## config.mk

```make
export PLATFORM = sky130hd
export DESIGN_NAME = instr_decode_flat
export DESIGN_NICKNAME = d
export VERILOG_FILES = /design/src/rtl/instr_decode_if.sv /design/src/rtl/instr_decode.sv /design/src/flat_wrapper.sv
export SDC_FILE = /design/constraint.sdc
export NUM_CORES = 1
export LEC_CHECK = 0
export ABC_AREA = 0
export CAP_MARGIN = 10
export CORE_MARGIN = 4
export CORE_UTILIZATION = 43
export CTS_BUF_LIST = sky130_fd_sc_hd__clkbuf_8
export DETAILED_ROUTE_END_ITERATION = 7
export PLACE_DENSITY = 0.8
export SYNTH_ARGS = -nofsm -noshare
export SYNTH_HDL_FRONTEND = slang
export SYNTH_SLANG_ARGS = --single-unit
export TNS_END_PERCENT = 100
```

## constraint.sdc

```tcl
create_clock -name clk -period 2.73 [get_ports clk]
set_input_delay 0.546 -clock clk [delete_from_list [all_inputs] [get_ports clk]]
set_output_delay 0.546 -clock clk [all_outputs]
set_load 0.05 [all_outputs]
```

## src/rtl/instr_decode_if.sv

```systemverilog
// Control interface between the IF/DE register, the decode stage and the EX stage.
// master: the decode stage (consumes instr/in_valid/flush/out_ready, drives the control word).
// slave : the surrounding pipeline (drives instr/in_valid/flush/out_ready, reads the word).
//   in_valid/in_ready/instr : instruction handshake from IF/DE.
//   flush                   : branch taken in EX, kills held and incoming instruction.
//   out_valid/out_ready     : control-word handshake towards EX.
//   fs..illegal             : registered control word.
interface instr_decode_if;
    logic        in_valid;
    logic        in_ready;
    logic [31:0] instr;
    logic        flush;
    logic        out_valid;
    logic        out_ready;
    logic [3:0]  fs;
    logic [4:0]  sh;
    logic [4:0]  da;
    logic [4:0]  sa;
    logic [4:0]  sb;
    logic [31:0] imm;
    logic        ma;
    logic        mb;
    logic        rw;
    logic        mw;
    logic [1:0]  md;
    logic [1:0]  bs;
    logic        ps;
    logic        illegal;

    modport master (
        input  in_valid, instr, flush, out_ready,
        output in_ready, out_valid, fs, sh, da, sa, sb, imm, ma, mb, rw, mw, md, bs, ps, illegal
    );

    modport slave (
        output in_valid, instr, flush, out_ready,
        input  in_ready, out_valid, fs, sh, da, sa, sb, imm, ma, mb, rw, mw, md, bs, ps, illegal
    );
endinterface

```

## src/rtl/instr_decode.sv

```systemverilog
// Decode stage: turns a 32-bit instruction into a registered control word for the register
// file / EX stage, with valid/ready flow control, flush, illegal-opcode flagging and
// load-use bubble insertion.
// Ports:
//   clk   : rising-edge clock.
//   rst_n : synchronous active-low reset.
//   bus   : instr_decode_if.master (instruction in, control word out, flush).
// Instruction layout: op[31:25] DA[24:20] SA[19:15] SB[14:10] imm[14:0] SH[4:0].
module instr_decode #(
    parameter int unsigned IMM_W = 15
) (
    input  logic           clk,
    input  logic           rst_n,
    instr_decode_if.master bus
);

    typedef struct packed {
        logic [3:0]  fs;
        logic [4:0]  sh;
        logic [4:0]  da;
        logic [4:0]  sa;
        logic [4:0]  sb;
        logic [31:0] imm;
        logic        ma;
        logic        mb;
        logic        rw;
        logic        mw;
        logic [1:0]  md;
        logic [1:0]  bs;
        logic        ps;
        logic        illegal;
    } ctrl_t;

    localparam logic [6:0] OpNop = 7'b0000000;
    localparam logic [6:0] OpMov = 7'b1000000;
    localparam logic [6:0] OpAdd = 7'b0000010;
    localparam logic [6:0] OpSub = 7'b0000101;
    localparam logic [6:0] OpSlt = 7'b1100101;
    localparam logic [6:0] OpAnd = 7'b0001000;
    localparam logic [6:0] OpOr  = 7'b0001001;
    localparam logic [6:0] OpXor = 7'b0001010;
    localparam logic [6:0] OpNot = 7'b0101110;
    localparam logic [6:0] OpLsl = 7'b0110000;
    localparam logic [6:0] OpLsr = 7'b0110001;
    localparam logic [6:0] OpLd  = 7'b0100001;
    localparam logic [6:0] OpSt  = 7'b0000001;
    localparam logic [6:0] OpAdi = 7'b0100010;
    localparam logic [6:0] OpSbi = 7'b0100101;
    localparam logic [6:0] OpAni = 7'b0101000;
    localparam logic [6:0] OpOri = 7'b0101001;
    localparam logic [6:0] OpXri = 7'b0101010;
    localparam logic [6:0] OpAiu = 7'b1100010;
    localparam logic [6:0] OpSiu = 7'b1000101;
    localparam logic [6:0] OpBz  = 7'b0100000;
    localparam logic [6:0] OpBnz = 7'b1100000;
    localparam logic [6:0] OpJmr = 7'b1100001;
    localparam logic [6:0] OpJmp = 7'b1000100;
    localparam logic [6:0] OpJml = 7'b0000111;

    localparam logic [1:0] MdMem = 2'b01;
    localparam logic [1:0] MdSlt = 2'b10;
    localparam logic [1:0] BsZ   = 2'b01;
    localparam logic [1:0] BsJr  = 2'b10;
    localparam logic [1:0] BsJi  = 2'b11;

    ctrl_t       ctrl_q, ctrl_d;
    logic        out_valid_q, out_valid_d;
    // Low during reset and for the first edge after it; holds in_ready off until then.
    logic        rdy_en_q;

    ctrl_t       dec;
    logic        legal;
    logic        sext;
    logic        zext;
    logic [6:0]  op;
    logic [31:0] imm_sext;
    logic [31:0] imm_zext;
    logic        held_ld;
    logic        hazard;
    logic        bubble;
    logic        in_ready;
    logic        accept;

    assign op       = bus.instr[31:25];
    assign imm_sext = {{(32 - IMM_W){bus.instr[IMM_W-1]}}, bus.instr[IMM_W-1:0]};
    assign imm_zext = {{(32 - IMM_W){1'b0}}, bus.instr[IMM_W-1:0]};

    // Opcode decode. Immediate is only populated for ops that route it onto the B bus.
    always_comb begin
        dec   = '0;
        legal = 1'b1;
        sext  = 1'b0;
        zext  = 1'b0;
        case (op)
            OpNop: ;
            OpMov: dec.rw = 1'b1;
            OpAdd: begin dec.fs = 4'b0010; dec.rw = 1'b1; end
            OpSub: begin dec.fs = 4'b0101; dec.rw = 1'b1; end
            OpSlt: begin dec.fs = 4'b0101; dec.rw = 1'b1; dec.md = MdSlt; end
            OpAnd: begin dec.fs = 4'b1000; dec.rw = 1'b1; end
            OpOr:  begin dec.fs = 4'b1001; dec.rw = 1'b1; end
            OpXor: begin dec.fs = 4'b1010; dec.rw = 1'b1; end
            OpNot: begin dec.fs = 4'b1011; dec.rw = 1'b1; end
            OpLsl: begin dec.fs = 4'b1110; dec.rw = 1'b1; end
            OpLsr: begin dec.fs = 4'b1101; dec.rw = 1'b1; end
            OpLd:  begin dec.rw = 1'b1; dec.md = MdMem; end
            OpSt:  dec.mw = 1'b1;
            OpAdi: begin dec.fs = 4'b0010; dec.rw = 1'b1; dec.mb = 1'b1; sext = 1'b1; end
            OpSbi: begin dec.fs = 4'b0101; dec.rw = 1'b1; dec.mb = 1'b1; sext = 1'b1; end
            OpAni: begin dec.fs = 4'b1000; dec.rw = 1'b1; dec.mb = 1'b1; zext = 1'b1; end
            OpOri: begin dec.fs = 4'b1001; dec.rw = 1'b1; dec.mb = 1'b1; zext = 1'b1; end
            OpXri: begin dec.fs = 4'b1010; dec.rw = 1'b1; dec.mb = 1'b1; zext = 1'b1; end
            OpAiu: begin dec.fs = 4'b0010; dec.rw = 1'b1; dec.mb = 1'b1; zext = 1'b1; end
            OpSiu: begin dec.fs = 4'b0101; dec.rw = 1'b1; dec.mb = 1'b1; zext = 1'b1; end
            OpBz:  begin dec.bs = BsZ; dec.ps = 1'b1; dec.mb = 1'b1; sext = 1'b1; end
            OpBnz: begin dec.bs = BsZ; dec.ps = 1'b0; dec.mb = 1'b1; sext = 1'b1; end
            OpJmr: dec.bs = BsJr;
            OpJmp: begin dec.bs = BsJi; dec.mb = 1'b1; sext = 1'b1; end
            OpJml: begin
                dec.fs = 4'b0111;
                dec.rw = 1'b1;
                dec.ma = 1'b1;
                dec.bs = BsJi;
                dec.mb = 1'b1;
                sext   = 1'b1;
            end
            default: legal = 1'b0;
        endcase

        if (legal) begin
            dec.da = bus.instr[24:20];
            dec.sa = bus.instr[19:15];
            dec.sb = bus.instr[14:10];
            dec.sh = bus.instr[4:0];
            if (sext) begin
                dec.imm = imm_sext;
            end else if (zext) begin
                dec.imm = imm_zext;
            end
        end else begin
            // Unknown opcode becomes an all-zero NOP with only the flag raised.
            dec         = '0;
            dec.illegal = 1'b1;
        end
    end

    // Load-use hazard: the held LD result is not available to the instruction right behind it.
    // SB only counts as a source when the B bus is not taking the immediate; R0 is hard-wired.
    assign held_ld = out_valid_q & ctrl_q.rw & (ctrl_q.md == MdMem);
    assign hazard  = held_ld & (ctrl_q.da != 5'd0) &
                     ((dec.sa == ctrl_q.da) | (!dec.mb & (dec.sb == ctrl_q.da)));
    // The bubble replaces the LD only when the LD is leaving this cycle.
    assign bubble  = rdy_en_q & bus.in_valid & bus.out_ready & hazard;

    assign in_ready = rdy_en_q & (!out_valid_q | bus.out_ready) & !bubble;
    assign accept   = bus.in_valid & in_ready;

    always_comb begin
        out_valid_d = out_valid_q;
        ctrl_d      = ctrl_q;
        if (bus.flush) begin
            out_valid_d = 1'b0;
            ctrl_d      = '0;
        end else if (bubble) begin
            out_valid_d = 1'b1;
            ctrl_d      = '0;
        end else if (accept) begin
            out_valid_d = 1'b1;
            ctrl_d      = dec;
        end else if (bus.out_ready) begin
            out_valid_d = 1'b0;
        end
    end

    always_ff @(posedge clk) begin
        if (!rst_n) begin
            out_valid_q <= 1'b0;
            ctrl_q      <= '0;
            rdy_en_q    <= 1'b0;
        end else begin
            out_valid_q <= out_valid_d;
            ctrl_q      <= ctrl_d;
            rdy_en_q    <= 1'b1;
        end
    end

    assign bus.in_ready  = in_ready;
    assign bus.out_valid = out_valid_q;
    assign bus.fs        = ctrl_q.fs;
    assign bus.sh        = ctrl_q.sh;
    assign bus.da        = ctrl_q.da;
    assign bus.sa        = ctrl_q.sa;
    assign bus.sb        = ctrl_q.sb;
    assign bus.imm       = ctrl_q.imm;
    assign bus.ma        = ctrl_q.ma;
    assign bus.mb        = ctrl_q.mb;
    assign bus.rw        = ctrl_q.rw;
    assign bus.mw        = ctrl_q.mw;
    assign bus.md        = ctrl_q.md;
    assign bus.bs        = ctrl_q.bs;
    assign bus.ps        = ctrl_q.ps;
    assign bus.illegal   = ctrl_q.illegal;

endmodule

```

## src/flat_wrapper.sv

```systemverilog
// flat-port wrapper written by rule: the top's interface ports become plain ports
module instr_decode_flat 
#(
    parameter int unsigned IMM_W = 15
)
  (clk, rst_n, bus_in_valid, bus_instr, bus_flush, bus_out_ready, bus_in_ready, bus_out_valid, bus_fs, bus_sh, bus_da, bus_sa, bus_sb, bus_imm, bus_ma, bus_mb, bus_rw, bus_mw, bus_md, bus_bs, bus_ps, bus_illegal);
  instr_decode_if bus_i ();
  input  logic clk;
  input  logic rst_n;
  input wire logic [$bits(bus_i.in_valid)-1:0] bus_in_valid;
  input wire logic [$bits(bus_i.instr)-1:0] bus_instr;
  input wire logic [$bits(bus_i.flush)-1:0] bus_flush;
  input wire logic [$bits(bus_i.out_ready)-1:0] bus_out_ready;
  output wire logic [$bits(bus_i.in_ready)-1:0] bus_in_ready;
  output wire logic [$bits(bus_i.out_valid)-1:0] bus_out_valid;
  output wire logic [$bits(bus_i.fs)-1:0] bus_fs;
  output wire logic [$bits(bus_i.sh)-1:0] bus_sh;
  output wire logic [$bits(bus_i.da)-1:0] bus_da;
  output wire logic [$bits(bus_i.sa)-1:0] bus_sa;
  output wire logic [$bits(bus_i.sb)-1:0] bus_sb;
  output wire logic [$bits(bus_i.imm)-1:0] bus_imm;
  output wire logic [$bits(bus_i.ma)-1:0] bus_ma;
  output wire logic [$bits(bus_i.mb)-1:0] bus_mb;
  output wire logic [$bits(bus_i.rw)-1:0] bus_rw;
  output wire logic [$bits(bus_i.mw)-1:0] bus_mw;
  output wire logic [$bits(bus_i.md)-1:0] bus_md;
  output wire logic [$bits(bus_i.bs)-1:0] bus_bs;
  output wire logic [$bits(bus_i.ps)-1:0] bus_ps;
  output wire logic [$bits(bus_i.illegal)-1:0] bus_illegal;
  assign bus_i.in_valid = bus_in_valid;
  assign bus_i.instr = bus_instr;
  assign bus_i.flush = bus_flush;
  assign bus_i.out_ready = bus_out_ready;
  assign bus_in_ready = bus_i.in_ready;
  assign bus_out_valid = bus_i.out_valid;
  assign bus_fs = bus_i.fs;
  assign bus_sh = bus_i.sh;
  assign bus_da = bus_i.da;
  assign bus_sa = bus_i.sa;
  assign bus_sb = bus_i.sb;
  assign bus_imm = bus_i.imm;
  assign bus_ma = bus_i.ma;
  assign bus_mb = bus_i.mb;
  assign bus_rw = bus_i.rw;
  assign bus_mw = bus_i.mw;
  assign bus_md = bus_i.md;
  assign bus_bs = bus_i.bs;
  assign bus_ps = bus_i.ps;
  assign bus_illegal = bus_i.illegal;
  instr_decode #(.IMM_W(IMM_W)) u_core (.clk(clk), .rst_n(rst_n), .bus(bus_i));
endmodule
```

==> flow_summary_export.csv, run 1 <==
group,metric,value,unit
setup_path,reg2reg_from,"u_core.bus.da[4]",
power,p_leak,1.660,nW
setup_path,arrival,2.64,ns
synth,synthFlopType,"dfxtp_1",
timing,grt_setup_unrepaired,"yes",
worst_hold_path,hold_path.class,"flip-flop to flip-flop",
synth,synth.most_common_cell,"dfxtp_1",
setup_path,worstRegToRegCells,8,
timing,worst_slack,-0.4553,ns
global_route,first_global_vias,3193,
synth,synth_cells,359,
synth,yosys-top-cells-count,"dfxtp_1, nand2_1, nor3_1, nor4_2, a21oi_1",
global_route,grt-ovfl-total,0,
timing,slew_headroom,61.46,%
cts,cts_buffer_depth,2,
synth,synth_warnings,0,
timing,finalCritPeriodShare,116.7,%
floorplan,die_y,93.62,um
global_route,grt_busiest_layer,"met2",
setup_path,required,2.18,ns
setup_path,endpoint_kind,"output pin",
drt,post_drt_wl_per_cell,16.95,um
setup_path,worstSetupStartpoint,"bus_instr[26]",
timing,worstMarginPinSlew,0.5781,ns
floorplan,rows,30,
global_route,grtUsageMet3,3.540,%
timing,fmax,313.9,MHz
global_route,gr-usage-met2,37.88,%
synth,syn-mean-instance-area,8.779,um2
cts,hold_buffers,0,
cts,insertion_delay,0.31,ns
drt,route.detailed.drc,0,
global_route,grt_pass1_wl,15750,um
floorplan,pin_count,105,
drt,vias_per_cell,5.568,
timing,setup_violations,23,
power,irDropWorstVdd,0.2007,mV
synth,syn_nets,396,
cells_and_area,diodes,0,
cells_and_area,final_layout_size_suffix_gt1_share,29.52,%
placement,place.gp.congestion,0.8881,
drt,drt_iter0_drc,182,
synth,async_flop_share,0,%
status,status,"complete, but fails checks",
synth,yosysTopAreaCellShare,33.03,%
placement,placed_cell_area,4425,um2
drt,dr.pass1.iters,4,
timing,skew,0.008380,ns
synth,synth_seq_cells,52,
cells_and_area,nets,517,
global_route,track_usage,21.94,%
drt,drtAntennaViolNets,0,
timing,hold_viol,0,
synth,yosysUniqueCellTypes,63,
cells_and_area,finalInstanceArea,4790,um2
floorplan,core,6944,um2
status,violations,"negative setup slack",
setup_path,crit_path_start_kind,"primary input",
setup_path,critPathCapture,"bus_in_ready",
placement,place_hpwl,6839,um
floorplan,chipWidth,93.62,um
run,max_cap_violations,0,
synth,yosysTopAreaCell,"dfxtp_1",
setup_path,critPathKind,"primary input to output pin",
synth,synth_edf_count,0,
setup_path,cp_max_fo,3,
cts,numCtsBuffers,5,
placement,io_buffers,104,
cells_and_area,final_cells,577,
cts,h-tree-depth,2,
cts,clock-root-buffer,"clkbuf_8",
cts,clock_sinks,52,
global_route,antenna_found_initial,0,
floorplan,start_util,45.39,%
global_route,met1_usage,28.13,%
drt,vias,3213,
synth,synth.area.top_cells,"dfxtp_1, nor4_2, a2bb2oi_1",
cts,cts_tree,"done",
setup_path,r2r_slack,0.34,ns
setup_path,reg2reg_to,"u_core.bus.imm[6]",
timing,drv_slew,0,
floorplan,dieArea,8764,um2
power,pwr_density_cell,354.4,nW/um2
timing,final.min_clock_period,3.185,ns
cells_and_area,synthToLayoutAreaGrowth,51.96,%
cts,cts.clk_slew.worst_paths,0.10,ns
global_route,grt_max_degree,35,
synth,syn-cell-area,3152,um2
synth,synth_seq_area_share,33.03,%
drt,postRouteWirelength,9780,um
placement,dp.cells,556,
-- metal layers --
layer | up-vias | part of all wire, %
li1 | 1557 | -
met1 | 1550 | 44
met2 | 93 | 50
met3 | 13 | 4.6
met4 | 0 | 1.7
met5 | - | 0
-- cell families (layout without fill, tap and decap cells) --
family          after synthesis  after routing  synth area share [%]
simple gates                163            163                 35.77
compound gates               81             81                 18.66
buf+inv                      54            176                 9.964
flops                        52             52                 33.03
xor+xnor                      8              8                 2.223
mux                           1              1                0.3573
-- sequential cells by signal, summed over array words and instances (netlist names), 2 cells and up --
| signal | flops |
|---|---|
| u_core.bus.imm | 16 |
| u_core.bus.da | 5 |
| u_core.bus.sb | 5 |
| u_core.bus.sh | 5 |
| u_core.bus.fs | 4 |
| u_core.bus.md | 2 |
| u_core.bus.sa | 5 |
| u_core.bus.bs | 2 |
-- timing repair --
item / 4_1_cts / 5_1_grt
pin swaps: 10 / 10
gates resized for setup: 38 / 21
endpoints found under the setup margin: 50 / 50
buffers inserted: 12 / 2
cloned: 2 / 0
-- where the power goes --
group          leakage [nW]  internal (mW)  switching (mW)
sequential            0.420          0.766         0.00601
combinational          1.18          0.178           0.189
clock                0.0600          0.278           0.280
total                  1.66           1.22           0.475
-- placed cells by master, fill, tap and decap left out, drive strengths merged, types with 2 or more instances in the layout --
master and count:
xor2 2, and2 2, a21oi 27, a22oi 3
a2bb2oi 19, o21bai 2, nand2 38, nand4 2
xnor2 6, nand3 3, a31oi 3, and3 6
nor2 11, a211o 2, nor4 34, inv 3
o22ai 3, o32a 2, o21a 2, buf 66
nor4b 2, clkbuf 8, clkdlybuf4s50 96, o211ai 2
o21ai 6, a211oi 2, or3 4, nand2b 7
a21boi 2, dfxtp 52, or2 2, nor2b 12
nor3 29
-- final cells by class --
type | instances | area, um2
clock buffers | 5 | 68.82
clock inverters | 3 | 46.29
fillers | 549 | 2155
inverters | 2 | 7.507
multi-input cells | 253 | 1963
flip-flops and latches | 52 | 1041
well taps | 96 | 120.1
repair buffers | 166 | 1543
-- worst max-delay path, cell delays in order --
cell and delay, ns:
buf_6 0.09, buf_6 0.11, or3_4 0.32, or4_4 0.55, nand3_4 0.10, nor4b_4 0.06, buf_4 0.15, and2_4 0.14
nor4_4 0.30, nor3_4 0.08, buf_6 0.17
-- how the worst min path moves through the flow --
stage                             startpoint  cells past startpoint                   end
after floorplan              u_core.rdy_en_q                      2  u_core.bus.out_valid
after global placement    u_core.bus.illegal                      2    u_core.bus.illegal
after detailed placement  u_core.bus.illegal                      2    u_core.bus.illegal
after CTS                 u_core.bus.illegal                      2    u_core.bus.illegal
after global routing      u_core.bus.illegal                      2    u_core.bus.illegal
final                     u_core.bus.illegal                      2    u_core.bus.illegal
-- per-stage QoR --
step / total power, mW / util, % / hold slack (ns) / setup slack [ns] / setup TNS [ns]
after floorplan: 0.9779 / - / 0.4852 / -0.4488 / -0.4488
after global placement: 1.124 / 63.73 / 0.4500 / -0.8361 / -34.31
after detailed placement: 1.125 / 63.73 / 0.4508 / -0.8863 / -35.62
after CTS: 1.695 / 68.14 / 0.4652 / -0.4687 / -3.565
after global routing: 1.762 / 68.97 / 0.4861 / -0.4919 / -3.694
final: 1.698 / 68.97 / 0.4717 / -0.4553 / -0.9251
No activity file was read; power rests on OpenSTA's default activity.
==> run 2, diff against run 1 <==
--- a/config.mk
+++ b/config.mk
@@ -8,10 +8,11 @@
 export ABC_AREA = 0
 export CAP_MARGIN = 10
 export CORE_MARGIN = 4
-export CORE_UTILIZATION = 43
+export CORE_UTILIZATION = 52
 export CTS_BUF_LIST = sky130_fd_sc_hd__clkbuf_8
 export DETAILED_ROUTE_END_ITERATION = 7
-export PLACE_DENSITY = 0.8
+export DONT_BUFFER_PORTS = 1
+export PLACE_DENSITY = 0.71
 export SYNTH_ARGS = -nofsm -noshare
 export SYNTH_HDL_FRONTEND = slang
 export SYNTH_SLANG_ARGS = --single-unit
==> run 2 against run 1 <==
Critical path depth down 3. Fmax increased by 11%. Sequential power up 2%. Critical endpoint unchanged. Clock power fell by 19%. Flip-flop and latch count is the same. The flow still finishes with violations (negative setup slack).
==> flow_summary_export.csv, run 2 (synthesized netlist as in run 1, its figures left out) <==
group,metric,value,unit
floorplan,rows,28,
drt,top_layer,"met4",
cells_and_area,synthToLayoutAreaGrowth,9.924,%
global_route,first_global_vias,2584,
timing,final.min_clock_period,2.867,ns
drt,drt_iter0_drc,106,
cells_and_area,utilization,58.86,%
cts,cts.clk_slew.worst_paths,0.09,ns
drt,vias,2668,
floorplan,chipWidth,85.86,um
timing,skew,0.009764,ns
cts,h-tree-depth,2,
setup_path,critical-path-top-delay-family,"simple AND/OR/NAND/NOR gates",
status,status,"complete, but fails checks",
floorplan,die_y,85.86,um
drt,dr.pass1.iters,4,
placement,io_buffers,0,
setup_path,r2r_slack,0.39,ns
floorplan,core,5886,um2
timing,worst_slack,-0.1375,ns
placement,place_worst_setup_slack,-0.2603,ns
setup_path,reg2reg_from,"u_core.rdy_en_q",
setup_path,worstSetupStartpoint,"bus_instr[27]",
setup_path,crit_path_start_kind,"primary input",
timing,finalCritPeriodShare,105.0,%
setup_path,worstRegToRegCells,7,
setup_path,path_buf_inv,1,
global_route,grt-ovfl-total,0,
setup_path,required,2.18,ns
drt,postRouteWirelength,8032,um
setup_path,cp_slowest_stage_delay,0.44,ns
cells_and_area,final_cells,428,
global_route,grt_pass1_wl,12920,um
setup_path,critPathKind,"primary input to output pin",
floorplan,start_util,53.55,%
setup_path,crit_chain,"or3_4 -> or4_4 -> nand3_4 -> nor3_2 -> and3_1 -> o32a_4 -> nor3_4 -> buf_12",
timing,worstMarginPinSlew,0.5491,ns
cells_and_area,most-common-layout-cells,"dfxtp_1, nand2_1, buf_4",
setup_path,crit_slowest_cell,"or4_4",
floorplan,dieArea,7371,um2
setup_path,cp_max_fo,15,
timing,fmax,348.7,MHz
timing,hold_viol,0,
worst_hold_path,hold_path.class,"primary input to flip-flop",
power,p_leak,1.158,nW
setup_path,path_depth,8,
run,max_cap_violations,0,
global_route,grt_max_degree,30,
cells_and_area,final_common_cell,"dfxtp_1",
cells_and_area,fill_cells,553,
global_route,track_usage,21.70,%
cts,cts_buffer_depth,2,
floorplan,pin_count,105,
cts,insertion_delay,0.30,ns
cts,numCtsBuffers,5,
timing,drv_slew,0,
global_route,antenna_found_initial,0,
power,irDropWorstVdd,0.3003,mV
drt,wl_met2,3929,um
cells_and_area,diodes,0,
drt,vias_per_cell,6.234,
setup_path,critPathCapture,"bus_in_ready",
setup_path,arrival,2.32,ns
timing,setup_violations,1,
placement,placed_cell_area,3327,um2
drt,post_drt_wl_per_cell,18.77,um
drt,wl_met1,3407,um
cells_and_area,nets,389,
setup_path,endpoint_kind,"output pin",
timing,setup-tns-final,-0.1375,ns
placement,dp.cells,420,
timing,grt_setup_unrepaired,"yes",
cells_and_area,largest_reg_flops,16,
cts,clock-root-buffer,"clkbuf_8",
drt,route.detailed.drc,0,
cells_and_area,final_layout_size_suffix_gt1_share,28.33,%
timing,hold_slack,0.2590,ns
placement,place_hpwl,5719,um
setup_path,reg2reg_to,"u_core.bus.fs[1]",
cts,clock_sinks,52,
placement,place.gp.congestion,0.8945,
timing,slew_headroom,63.35,%
status,violations,"negative setup slack",
drt,drtAntennaViolNets,0,
drt,wl_met3,556,um
cts,cts_tree,"done",
cells_and_area,finalInstanceArea,3465,um2
power,pwr_density_cell,419.5,nW/um2
cts,hold_buffers,0,
power,power,1.453,mW
run 2: timing repair:
action,4_1_cts,5_1_grt
setup endpoints to repair,1,1
gates resized for setup,4,4
setup buffers,0,0
pin swaps,2,0
run 2: final cells by class:
cell class | instances | area, um2 | share of cell area (%)
multi-input combinational | 253 | 1883 | 54.35
tap | 75 | 93.84 | 2.709
clock buffer | 6 | 82.58 | 2.384
clock inverter | 2 | 10.01 | 0.2889
inverter | 2 | 7.507 | 0.2167
sequential | 52 | 1045 | 30.16
timing repair buffer | 38 | 342.8 | 9.895
run 2: worst reg2reg max path: stages (launching register included):
cell and delay, ns:
dfxtp_1 0.39, nand4_1 0.15, nor3_1 0.22, nand2_1 0.13, or2_2 0.34, nor4_4 0.35, buf_4 0.51, nor4_2 0.11
run 2: power breakdown:
part	switching, mW	leakage [nW]	total (mW)	internal [mW]
Combinational	0.118	0.684	0.212	0.0943
Clock	0.248	0.0529	0.451	0.203
Sequential	0.0254	0.421	0.790	0.765
run 2: worst min-delay path by stage:
stage / from / end / slack (ns) / cells past startpoint
after global routing: rst_n / u_core.rdy_en_q / 0.25 / 0
after detailed placement: u_core.rdy_en_q / u_core.bus.out_valid / 0.55 / 2
after global placement: u_core.rdy_en_q / u_core.bus.out_valid / 0.53 / 2
after CTS: rst_n / u_core.rdy_en_q / 0.25 / 0
after floorplan: u_core.rdy_en_q / u_core.bus.out_valid / 0.49 / 2
final: rst_n / u_core.rdy_en_q / 0.26 / 0
run 2: layer usage:
layer  vias up  track usage (%)
met5         -                0
met4         0            6.763
met3        13            6.532
met2        79            34.89
met1      1284            28.00
li1       1292                -
==> variant 1 (flow settings as in run 1) <==
`IMM_W` is set to 15 in 2 places; all go to 11.
--- a/src/rtl/instr_decode.sv
+++ b/src/rtl/instr_decode.sv
@@ -8,5 +8,5 @@
 // Instruction layout: op[31:25] DA[24:20] SA[19:15] SB[14:10] imm[14:0] SH[4:0].
 module instr_decode #(
-    parameter int unsigned IMM_W = 15
+    parameter int unsigned IMM_W = 11
 ) (
     input  logic           clk,
--- a/src/flat_wrapper.sv
+++ b/src/flat_wrapper.sv
@@ -2,5 +2,5 @@
 module instr_decode_flat 
 #(
-    parameter int unsigned IMM_W = 15
+    parameter int unsigned IMM_W = 11
 )
   (clk, rst_n, bus_in_valid, bus_instr, bus_flush, bus_out_ready, bus_in_ready, bus_out_valid, bus_fs, bus_sh, bus_da, bus_sa, bus_sb, bus_imm, bus_ma, bus_mb, bus_rw, bus_mw, bus_md, bus_bs, bus_ps, bus_illegal);
Check against the original RTL: not equivalent (a bounded check fails within 4 cycles, from zero or initial values).
==> variant 1 against run 1 <==
The flow still finishes with violations (negative setup slack). Wire length up 3.1%. Power rose by 2.3%. Design area shrank 3.2%. Sequential cell count is 4 lower. Setup slack got worse by 0.14 ns. Via count decreased by 2.6%. Synthesized area down 15%. Worst hold slack got worse by 0.018 ns.
==> variant 1: results (changes against run 1) <==
Synthesis
  • Post-synthesis sequential area ratio: 35.8% (was 33.0%)
  • Post-synth cell types: 48 (was 63)
  • Mux cell area share after synthesis: 1.12% (was 0.357%)
  • Synth area leaders: dfxtp_1 36%, nand2_1 7.0%, a2bb2oi_1 6.2% (was dfxtp_1 33%, nor4_2 12%, a2bb2oi_1 5.3%)
  • Synth Area in Compound Gates: 20.2% (was 18.7%)

Setup path
  • Cell with the largest stage delay on the worst path: a2111oi_4 (was or4_4)
  • Reg-to-reg startpoint: u_core.rdy_en_q (was u_core.bus.da[4])
  • R2R cell count: 9 (was 8)
  • CP startpoint: bus_instr[25] (was bus_instr[26])
  • R2r setup slk: 0.44 ns (was 0.34 ns)
  • FF-to-FF End: u_core.bus.da[1] (was u_core.bus.imm[6])
  • Data arrival time of the worst path: 2.78 ns (was 2.64 ns)

Layout
  • Fill cells: 377 (was 549)
  • Bufs w/o clock: 174 (was 166)
  • Fraction of layout cells with a size suffix above 1: 28.6% (was 29.5%)
  • Proportion of cell area occupied by registers: 20.7% (was 21.7%)
  • Inverters, non-clock: 1 (was 2)
  • Clock-cell share: 2.97% (was 2.40%)
  • Max FFs per register: 12 (was 16)
  • Seq_cells: 48 (was 52)

Detailed routing
  • DR iter-0 viols: 355 (was 182)
  • Met3 routed WL: 883 microns (was 450 microns)
  • Avg WL per Cell: 18.4 microns (was 16.9 microns)

Placement
  • Post-DP HPWL: 6.66 mm (was 6.84 mm)
  • Setup Slack @ Placement: -1.11 ns (was -0.886 ns)
  • Routability congestion estimate: 0.870 (was 0.888)
  • Placed cell areas: 4040 sq um (was 4430 sq um)

GRT
  • GR Util met2: 43.1% (was 37.9%)
  • First-pass GRT wire length: 15.6 mm (was 15.8 mm)
  • Met3 Use GR: 5.30% (was 3.54%)
  • Largest net degree at the start of global routing: 30 (was 35)

Floorplanning
  • Number of tapcells: 75 (was 96)

STA
  • Final setup viols: 30 (was 23)
  • Fin Setup TNS: -4.27 ns (was -0.925 ns)
  • Clock skew: 0.0149 ns (was 0.00838 ns)
  • Max-slew headroom: 62.9% (was 61.5%)
  • Setup ws final: -0.598 ns (was -0.455 ns)

CTS
  • Setup Fix Bufs, Post-CTS: 11 (was 12)

Run status
  • Status: complete, but fails checks (unchanged)
  • Violated checks: negative setup slack (unchanged)

Power and ir drop
  • Gate power share: 22.5% (was 21.7%)
  • Power Combinational: 0.392 mW (was 0.368 mW)
## variant 1: cell types whose count changed after synthesis, moves of 4 or more
cell / delta
nor2_1: +14
dfxtp_1: -4
nor2b_1: -11
nand2b_1: -4
and3_1: -4
nor4_1: +4
buf_2: -8
nor4_2: -29
nand2_1: +12
nand3_1: +13
clkbuf_1: +4
## variant 1: worst min-delay path by stage
stage / start / to / slack, ns / cells after the start
3_5_place_dp: u_core.bus.ps / u_core.bus.ps / 0.44 / 2
6_report: u_core.bus.imm[5] / u_core.bus.imm[5] / 0.45 / 2
2_1_floorplan: u_core.rdy_en_q / u_core.bus.out_valid / 0.49 / 2
5_1_grt: u_core.bus.imm[9] / u_core.bus.imm[9] / 0.47 / 2
3_3_place_gp: u_core.bus.ps / u_core.bus.ps / 0.44 / 2
4_1_cts: u_core.bus.ps / u_core.bus.ps / 0.46 / 2
==> variant 2 (config.mk and constraints of run 1) <==
Made on the original files. Make the reset (`rst_n`) asynchronous in one clocked block. Comments in the files are not updated.
--- a/src/rtl/instr_decode.sv
+++ b/src/rtl/instr_decode.sv
@@ -173,5 +173,5 @@
     end
 
-    always_ff @(posedge clk) begin
+    always_ff @(posedge clk or negedge rst_n) begin
         if (!rst_n) begin
             out_valid_q <= 1'b0;
Function: differs if rst_n is asserted again (counterexample within 4 cycles, from zero or initial values and one cycle with rst_n low); with rst_n held inactive, the same outputs for 10 cycles.
==> variant 2 against run 1 <==
Power increased by 0.97%. Global-route usage is 0.53 points higher. Sequential cell count is the same. Design area down 0.39%. The flow still finishes with violations (negative setup slack). Synthesized area is 4.0% lower. Wire length down 0.66%. Setup slack better by 0.35 ns. Clock skew about the same. Final cell count down 4.2%.
==> variant 2: results (changes against run 1) <==
Layout
  • Fill cells: 523 (was 549)
  • Register area: 1310 sq um (was 1040 sq um)
  • Fraction of layout cells with a size suffix above 1: 26.3% (was 29.5%)
  • Inverters, non-clock: 4 (was 2)
  • Fin cells: 553 (was 577)
  • Area of the multi-input gates: 1620 sq um (was 1960 sq um)
  • Clock-cell share: 2.33% (was 2.40%)

Synthesis
  • Post-synthesis sequential area ratio: 43.0% (was 33.0%)
  • Post-synth ARST share: 100% (was 0%)
  • Mux cell area share after synthesis: 0.331% (was 0.357%)
  • Post-synth cell types: 54 (was 63)
  • Top cells by count, synth: 52 x dfrtp_1, 45 x nand3b_1, 21 x clkbuf_1, 20 x o21ai_0, 19 x o31ai_1 (was 52 x dfxtp_1, 38 x nand2_1, 29 x nor3_1, 29 x nor4_2, 27 x a21oi_1)
  • Cell count after synthesis: 311 (was 359)

STA
  • Final setup viols: 1 (was 23)
  • Hold slack final: 0.145 ns (was 0.472 ns)
  • Worst Max-Slew Pin Slew: 0.521 ns (was 0.578 ns)
  • Setup ws final: -0.109 ns (was -0.455 ns)
  • Fin Setup TNS: -0.109 ns (was -0.925 ns)
  • Clock skew: 0.00852 ns (was 0.00838 ns)

Setup path
  • Crit path kind: register to output pin (was primary input to output pin)
  • R2r setup slk: 0.10 ns (was 0.34 ns)
  • FF-to-FF End: u_core.bus.imm[10] (was u_core.bus.imm[6])
  • Reg-to-reg startpoint: u_core.bus.md[1] (was u_core.bus.da[4])

Detailed routing
  • Total number of vias: 3079 (was 3213)
  • Met2 Wirelength: 5.08 mm (was 4.86 mm)
  • DRT met1 WL: 3.91 mm (was 4.30 mm)
  • Met3 routed WL: 558 microns (was 450 microns)
  • DR iter-0 viols: 149 (was 182)

GRT
  • GRT Resource Usage Total: 22.5% (was 21.9%)
  • Met3 Use GR: 4.68% (was 3.54%)
  • Grt met1 use: 27.9% (was 28.1%)
  • GR Util met2: 40.5% (was 37.9%)

Floorplanning
  • Die area: 8440 sq um (was 8760 sq um)

Placement
  • Routability congestion estimate: 0.848 (was 0.888)
  • Post-DP HPWL: 6.72 mm (was 6.84 mm)

Run status
  • Violated checks: negative setup slack (unchanged)
  • Status: complete, but fails checks (unchanged)

Power and ir drop
  • Worst VDD drop: 0.201 mV (about the same)
  • Leak: 1.95 nW (was 1.66 nW)
variant 2: repair_timing:
action | in CTS | in global routing
setup buffers | 16 | 7
resized for setup | 41 | 23
endpoints found under the setup margin | 44 | 21
hold endpoints to repair | 0 | 0
cloned | 1 | 1
pin swaps | 11 | 12
variant 2: cell families after synthesis:
group / count (synthesis)
xor+xnor: 11
mux: 1
buf+inv: 43
flops: 52
compound gates: 78
simple gates: 125
other cells: 1
variant 2: where the power goes:
| group | leakage, nW | internal [mW] | switching [mW] | total [mW] |
|---|---|---|---|---|
| logic | 1.17 | 0.177 | 0.214 | 0.391 |
| registers | 0.714 | 0.782 | 0.00939 | 0.791 |
| clock network | 0.0599 | 0.274 | 0.258 | 0.532 |
| total | 1.95 | 1.23 | 0.482 | 1.71 |
variant 2: stage by stage:
step,power (mW),utilization [%]
detailed placement,1.16,64.0
floorplan,0.980,-
CTS,1.72,69.0
finish,1.71,69.8
global route,1.79,69.8
global placement,1.15,64.0
